## src/rtl/miinst_issuer_if.sv

```systemverilog
// Micro-instruction types, slot layout and the issuer handshake interface.
// Slot layout macros (MQ_N, MQ_*) may be predefined by the including build.
`ifndef MQ_N
`define MQ_N 6
`endif
`ifndef MQ_LOAD
`define MQ_LOAD 0
`endif
`ifndef MQ_ARITH
`define MQ_ARITH 1
`endif
`ifndef MQ_STORE
`define MQ_STORE 2
`endif
`ifndef MQ_RSRV1
`define MQ_RSRV1 3
`endif
`ifndef MQ_RSRV2
`define MQ_RSRV2 4
`endif
`ifndef MQ_RSRV3
`define MQ_RSRV3 5
`endif

package miinst_pkg;
    typedef logic [3:0] miop_t;
    localparam miop_t MIOP_NOP = 4'd0;

    typedef struct packed {
        miop_t       op;
        logic [4:0]  rd;
        logic [4:0]  rs;
        logic [15:0] imm;
    } miinst_t;
endpackage

// Both channels are valid/ready: a transfer happens on a rising edge where
// valid && ready; the sender holds its payload and valid stable until then.
interface miinst_issuer_if #(parameter int MQ_N = `MQ_N);
    logic                                bundle_valid;
    logic                                bundle_ready;
    miinst_pkg::miinst_t [MQ_N-1:0]      bundle;
    logic                                issue_valid;
    logic                                issue_ready;
    miinst_pkg::miinst_t                 issue;
    logic                                issue_last;
    logic                                flush;
    logic                                busy;

    modport slave (
        input  bundle_valid, bundle, issue_ready, flush,
        output bundle_ready, issue_valid, issue, issue_last, busy
    );

    modport master (
        output bundle_valid, bundle, issue_ready, flush,
        input  bundle_ready, issue_valid, issue, issue_last, busy
    );
endinterface

```

## src/rtl/miinst_issuer.sv

```systemverilog
// Serialises a decoded bundle of micro-ops onto a single issue port, lowest slot first.
// Optional feature macro: ISSUER_SKID_EN adds a one-bundle skid buffer for gapless bundles.
`ifndef MQ_N
`define MQ_N 6
`endif

module miinst_issuer
    import miinst_pkg::*;
#(
    parameter int MQ_N = `MQ_N
) (
    input  logic            clk,
    input  logic            rstn,
    miinst_issuer_if.slave  bus,
    output logic            o_dbg_state
);
    localparam int IW = (MQ_N > 1) ? $clog2(MQ_N) : 1;

    typedef enum logic {IDLE = 1'b0, ISSUE = 1'b1} state_e;

    state_e              r_state, w_state_nxt;
    miinst_t [MQ_N-1:0]  r_buf, w_buf_nxt;
    logic [MQ_N-1:0]     r_pend, w_pend_nxt;
    logic [MQ_N-1:0]     w_in_mask;
    logic [MQ_N-1:0]     w_sel_oh;
    logic [MQ_N-1:0]     w_pend_left;
    logic [IW-1:0]       w_sel_idx;
    logic                w_acc;
    logic                w_hs;
    logic                w_last;

    always_comb begin
        w_in_mask = '0;
        for (int i = 0; i < MQ_N; i++) begin
            w_in_mask[i] = (bus.bundle[i].op != MIOP_NOP);
        end
    end

    // Lowest pending slot wins; one-hot form makes the "only one left" test cheap.
    always_comb begin
        w_sel_idx = '0;
        for (int i = MQ_N - 1; i >= 0; i--) begin
            if (r_pend[i]) w_sel_idx = IW'(i);
        end
    end

    assign w_sel_oh    = r_pend & (-r_pend);
    assign w_pend_left = r_pend & ~w_sel_oh;
    assign w_last      = (w_pend_left == '0);

    assign bus.issue_valid = (r_state == ISSUE);
    assign bus.issue       = (r_state == ISSUE) ? r_buf[w_sel_idx] : '0;
    assign bus.issue_last  = (r_state == ISSUE) && w_last;
    assign o_dbg_state     = (r_state == ISSUE);

    assign w_hs  = bus.issue_valid && bus.issue_ready;
    assign w_acc = bus.bundle_valid && bus.bundle_ready;

`ifdef ISSUER_SKID_EN
    miinst_t [MQ_N-1:0]  r_skid, w_skid_nxt;
    logic                r_skid_full, w_skid_full_nxt;
    logic [MQ_N-1:0]     w_skid_mask;

    always_comb begin
        w_skid_mask = '0;
        for (int i = 0; i < MQ_N; i++) begin
            w_skid_mask[i] = (r_skid[i].op != MIOP_NOP);
        end
    end

    assign bus.bundle_ready = rstn && !r_skid_full && !bus.flush;
    assign bus.busy         = (r_state == ISSUE) || r_skid_full;
`else
    assign bus.bundle_ready = rstn && (r_state == IDLE) && !bus.flush;
    assign bus.busy         = (r_state == ISSUE);
`endif

    always_comb begin
        w_state_nxt = r_state;
        w_buf_nxt   = r_buf;
        w_pend_nxt  = r_pend;
`ifdef ISSUER_SKID_EN
        w_skid_nxt      = r_skid;
        w_skid_full_nxt = r_skid_full;
`endif
        if (bus.flush) begin
            // A handshake in the flush cycle is already consumed downstream.
            w_state_nxt = IDLE;
            w_buf_nxt   = '0;
            w_pend_nxt  = '0;
`ifdef ISSUER_SKID_EN
            w_skid_nxt      = '0;
            w_skid_full_nxt = 1'b0;
`endif
        end else if (r_state == IDLE) begin
            if (w_acc) begin
                w_buf_nxt  = bus.bundle;
                w_pend_nxt = w_in_mask;
                if (w_in_mask != '0) w_state_nxt = ISSUE;
            end
        end else begin
            if (w_hs) w_pend_nxt = w_pend_left;
            if (w_hs && w_last) begin
                w_state_nxt = IDLE;
`ifdef ISSUER_SKID_EN
                if (r_skid_full) begin
                    w_buf_nxt       = r_skid;
                    w_pend_nxt      = w_skid_mask;
                    w_skid_full_nxt = 1'b0;
                    if (w_skid_mask != '0) w_state_nxt = ISSUE;
                end else if (w_acc) begin
                    w_buf_nxt  = bus.bundle;
                    w_pend_nxt = w_in_mask;
                    if (w_in_mask != '0) w_state_nxt = ISSUE;
                end
`endif
            end
`ifdef ISSUER_SKID_EN
            else if (w_acc) begin
                w_skid_nxt      = bus.bundle;
                w_skid_full_nxt = 1'b1;
            end
`endif
        end
    end

    always_ff @(posedge clk) begin
        if (!rstn) begin
            r_state <= IDLE;
            r_buf   <= '0;
            r_pend  <= '0;
`ifdef ISSUER_SKID_EN
            r_skid      <= '0;
            r_skid_full <= 1'b0;
`endif
        end else begin
            r_state <= w_state_nxt;
            r_buf   <= w_buf_nxt;
            r_pend  <= w_pend_nxt;
`ifdef ISSUER_SKID_EN
            r_skid      <= w_skid_nxt;
            r_skid_full <= w_skid_full_nxt;
`endif
        end
    end

endmodule

```

## src/flat_wrapper.sv

```systemverilog
// flat-port wrapper written by rule: the top's interface ports become plain ports
module miinst_issuer_flat import miinst_pkg::*;
#(
    parameter int MQ_N = `MQ_N
)
  (clk, rstn, o_dbg_state, bus_bundle_valid, bus_bundle, bus_issue_ready, bus_flush, bus_bundle_ready, bus_issue_valid, bus_issue, bus_issue_last, bus_busy);
  miinst_issuer_if #(.MQ_N(MQ_N)) bus_i ();
  input  logic clk;
  input  logic rstn;
  output logic o_dbg_state;
  input wire logic [$bits(bus_i.bundle_valid)-1:0] bus_bundle_valid;
  input wire logic [$bits(bus_i.bundle)-1:0] bus_bundle;
  input wire logic [$bits(bus_i.issue_ready)-1:0] bus_issue_ready;
  input wire logic [$bits(bus_i.flush)-1:0] bus_flush;
  output wire logic [$bits(bus_i.bundle_ready)-1:0] bus_bundle_ready;
  output wire logic [$bits(bus_i.issue_valid)-1:0] bus_issue_valid;
  output wire logic [$bits(bus_i.issue)-1:0] bus_issue;
  output wire logic [$bits(bus_i.issue_last)-1:0] bus_issue_last;
  output wire logic [$bits(bus_i.busy)-1:0] bus_busy;
  assign bus_i.bundle_valid = bus_bundle_valid;
  assign bus_i.bundle = bus_bundle;
  assign bus_i.issue_ready = bus_issue_ready;
  assign bus_i.flush = bus_flush;
  assign bus_bundle_ready = bus_i.bundle_ready;
  assign bus_issue_valid = bus_i.issue_valid;
  assign bus_issue = bus_i.issue;
  assign bus_issue_last = bus_i.issue_last;
  assign bus_busy = bus_i.busy;
  miinst_issuer #(.MQ_N(MQ_N)) u_core (.clk(clk), .rstn(rstn), .bus(bus_i), .o_dbg_state(o_dbg_state));
endmodule
```

## config.mk

```make
export PLATFORM = sky130hd
export DESIGN_NAME = miinst_issuer_flat
export DESIGN_NICKNAME = d
export VERILOG_FILES = /design/src/rtl/miinst_issuer_if.sv /design/src/rtl/miinst_issuer.sv /design/src/flat_wrapper.sv
export SDC_FILE = /design/constraint.sdc
export NUM_CORES = 1
export LEC_CHECK = 0
export CAP_MARGIN = 30
export CORE_UTILIZATION = 49
export DETAILED_ROUTE_END_ITERATION = 8
export PLACE_DENSITY = 0.83
export SLEW_MARGIN = 5
export SYNTH_ARGS = -nofsm -noshare
export SYNTH_HDL_FRONTEND = slang
export SYNTH_SLANG_ARGS = --single-unit
```

## constraint.sdc

```tcl
create_clock -name clk -period 2.2 [get_ports clk]
set_input_delay 0.22 -clock clk [delete_from_list [all_inputs] [get_ports clk]]
set_output_delay 0.22 -clock clk [all_outputs]
set_load 0.05 [all_outputs]
```

==> impl_metrics.yaml <==
setup_path:
  crit_path_cell_trace: "nor3_4, buf_6, buf_16, mux2i_1, o22ai_2, o21a_1, buf_12"
  start_kind: "flip-flop"
  crit_fanout: 9
  cp.arrival_ns: 2.28
  cp_num_buf_inv: 3
  slowest_stage: "dfxtp_4"
  critPathKind: "reg -> out"
  cp.required_ns: 1.98
  path_delay_family: "buffers and inverters"
  crit_path_end_kind: "primary output"
  slowest_delay_ns: 0.37
routing:
  final_antenna_net_count: 0
  routed_wl_um: 26270
  vias_per_cell: 5.381
  drt-wirelength-per-cell_um: 17.61
  via_count: 8028
  route.detailed.drc: 0
  drtIter0Drc: 588
  first_pass_iters: 5
global_routing:
  overflow: 0
  first_global_vias: 8019
  groute.usage.overall_pct: 29.23
  grt_pass1_wl_um: 39720
  antenna_found_initial: 0
  grt_max_degree: 92
layout:
  diodes: 0
  nNetsFinal: 1448
  final_core_util_pct: 77.33
  area_growth_pct: 51.55
  drive_gt1_share_pct: 16.38
cts:
  clockRootBuffer: "clkbuf_16"
  cts_hold_buf: 0
  clock-sinks: 187
  cts_buffers: 17
  cts.clk_slew.worst_paths_ns: 0.07
  clk_latency_ns: 0.43
  tritoncts: "done"
  htreeDepth: 4
  clock_path_buffers: 2
power_and_ir_drop:
  p_leak_nw: 4.244
  p_per_area_nw_per_um2: 626.2
  p_sw_share_pct: 26.14
  irDropWorstVdd_mv: 0.5930
  internal_power_w: 0.005764
  p_comb_share_pct: 15.7
  totalPowerFinal_w: 0.007804
  seq_power_share_pct: 46.3
  p_sw_w: 0.002040
  p_clk_share_pct: 38.1
status:
  outcome: "finished with violations"
  violations: "negative setup slack"
yosys:
  syn-num-nets: 1240
  syn_area_um2: 8223
  synth_common_cells: "364 x nand2_1, 187 x dfxtp_1, 183 x o21ai_1, 89 x mux2i_1, 39 x clkbuf_1"
  synth.largest_area_cell: "dfxtp_1"
  yosysWarnings: 0
  synth-main-ff-cell: "dfxtp_1"
  synth_edf_count: 0
  yosys.cell_count.top_type: "nand2_1"
  synth.distinct_cells: 34
  synth_seq_cells: 187
  ys_seq_area_share_pct: 45.53
  syn_avg_cell_area_um2: 7.794
  synth_area_leaders: "dfxtp_1 46%, nand2_1 17%, o21ai_1 11%, mux2i_1 11%, o21a_1 2.8%"
  postSynthCellCount: 1055
  synthArstFlopShare_pct: 0
  synthDominantCellAreaShare_pct: 45.53
hold_path:
  min-delay-path-class: "in -> reg"
floorplanning:
  ios: 220
  start_util_pct: 51.02
  rows: 46
  die_h_um: 131.5
  dieArea_um2: 17300
  die_w_um: 131.5
  fp.coreArea_um2: 16120
placed_design:
  dp_hpwl_um: 16480
  io_buffers: 219
  gp_congestion: 0.8911
sta:
  slew_violations: 0
  period_share_pct: 113.6
  tightest_slew_ns: 0.6829
  clock_skew_ns: 0.006607
  postLayoutSetupSlackWorst_ns: -0.2982
  setup_viol: 30
  fin_crit_ns: 2.498
  setup_tns_ns: -6.123
  rsz0062_at_grt: "yes"
  relSlewSlack_pct: 54.06
  hold_violations: 0
  max_freq_mhz: 400.3
flow_run:
  cap_violations: 0
-- timing repair --
| action | 4_1_cts | 5_1_grt |
|---|---|---|
| cloned | 8 | 3 |
| endpoints found under the hold margin | 0 | 0 |
| setup endpoints to repair | 31 | 31 |
| setup buffers | 15 | 4 |
| pin swaps | 24 | 29 |
| resized for setup | 102 | 53 |
-- cells in the final DEF (no fill, tap or decap), drive strengths merged --
cell,instances
nand2,364
o21ai,188
dfxtp,187
clkdlybuf4s50,184
mux2i,89
buf,89
nor2,35
o21a,31
o22ai,30
clkbuf,21
nand2b,7
a21oi,7
nor4,7
clkinv,7
inv,6
nor2b,4
clkinvlp,3
nor3,2
a21o,2
o211ai,2
a211oi,2
nor3b,1
or3,1
maj3,1
nor4bb,1
and2,1
nand3,1
nand4,1
o31a,1
bufinv,1
-- layer usage --
| layer | share of wire (%) | GRT usage, % | vias up |
|---|---|---|---|
| li1 | - | - | 3949 |
| met1 | 39 | 32.94 | 3673 |
| met2 | 50 | 51.68 | 338 |
| met3 | 6.3 | 5.401 | 68 |
| met4 | 4.5 | 16.41 | 0 |
| met5 | 0 | 0 | - |
-- cell type report --
class / instances / area [um^2]
clock buffers: 17 / 425.4
clock inverters: 15 / 143.9
fillers: 1095 / 3654
inverters: 2 / 7.507
multi-input cells: 778 / 4611
flip-flops and latches: 187 / 3761
well taps: 216 / 270.3
repair buffers: 277 / 3243
-- cell families (layout without fill, tap and decap cells) --
family | count (synthesis) | in the layout | synth area share, %
simple gates | 425 | 425 | 20.44
compound gates | 263 | 263 | 17.70
flops | 187 | 187 | 45.53
buf+inv | 90 | 311 | 5.386
mux | 89 | 89 | 10.83
fa+ha+maj | 1 | 1 | 0.1217
-- final timing paths --
| check | startpoint | slack, ns | end | cells past startpoint |
|---|---|---|---|---|
| setup / recovery | u_core.r_pend[0] | -0.30 | bus_issue[29] | 7 |
| hold / removal | bus_bundle[21] | 0.33 | u_core.r_buf[21] | 3 |
| setup reg to reg | u_core.bus.busy | 0.56 | u_core.r_pend[1] | 4 |
| hold reg to reg | u_core.r_buf[148] | 0.45 | u_core.r_buf[148] | 2 |
-- state kept, by name, summed over array words and instances, names as in the netlist --
| register | count |
|---|---|
| u_core.r_buf | 180 |
| u_core.bus.busy | 1 |
| u_core.r_pend | 6 |
-- power by group through the flow --
stage / Sequential, W / Combinational [W] / Clock, W
2_1_floorplan: 0.00364 / 0.000471 / 0
3_3_place_gp: 0.00366 / 0.000978 / 0
3_5_place_dp: 0.00367 / 0.000989 / 0
4_1_cts: 0.00360 / 0.00116 / 0.00298
5_1_grt: 0.00362 / 0.00129 / 0.00312
6_report: 0.00361 / 0.00122 / 0.00297
-- tightest hold or removal path: stages --
cell             delay, ns
clkdlybuf4s50_1       0.39
nand2_1               0.05
o21ai_1               0.05
-- per-stage QoR --
step	hold slack (ns)	area, um^2	std cells	setup WS, ns
6_report	0.3281	12460	1492	-0.2982
5_1_grt	0.3337	12460	1492	-0.3450
4_1_cts	0.3207	12120	1487	-0.2241
3_5_place_dp	0.4393	10780	1432	0.05996
3_3_place_gp	0.4353	10780	1432	0.07720
2_1_floorplan	0.3346	8223	1055	0.1707
No activity file was read; power rests on OpenSTA's default activity.
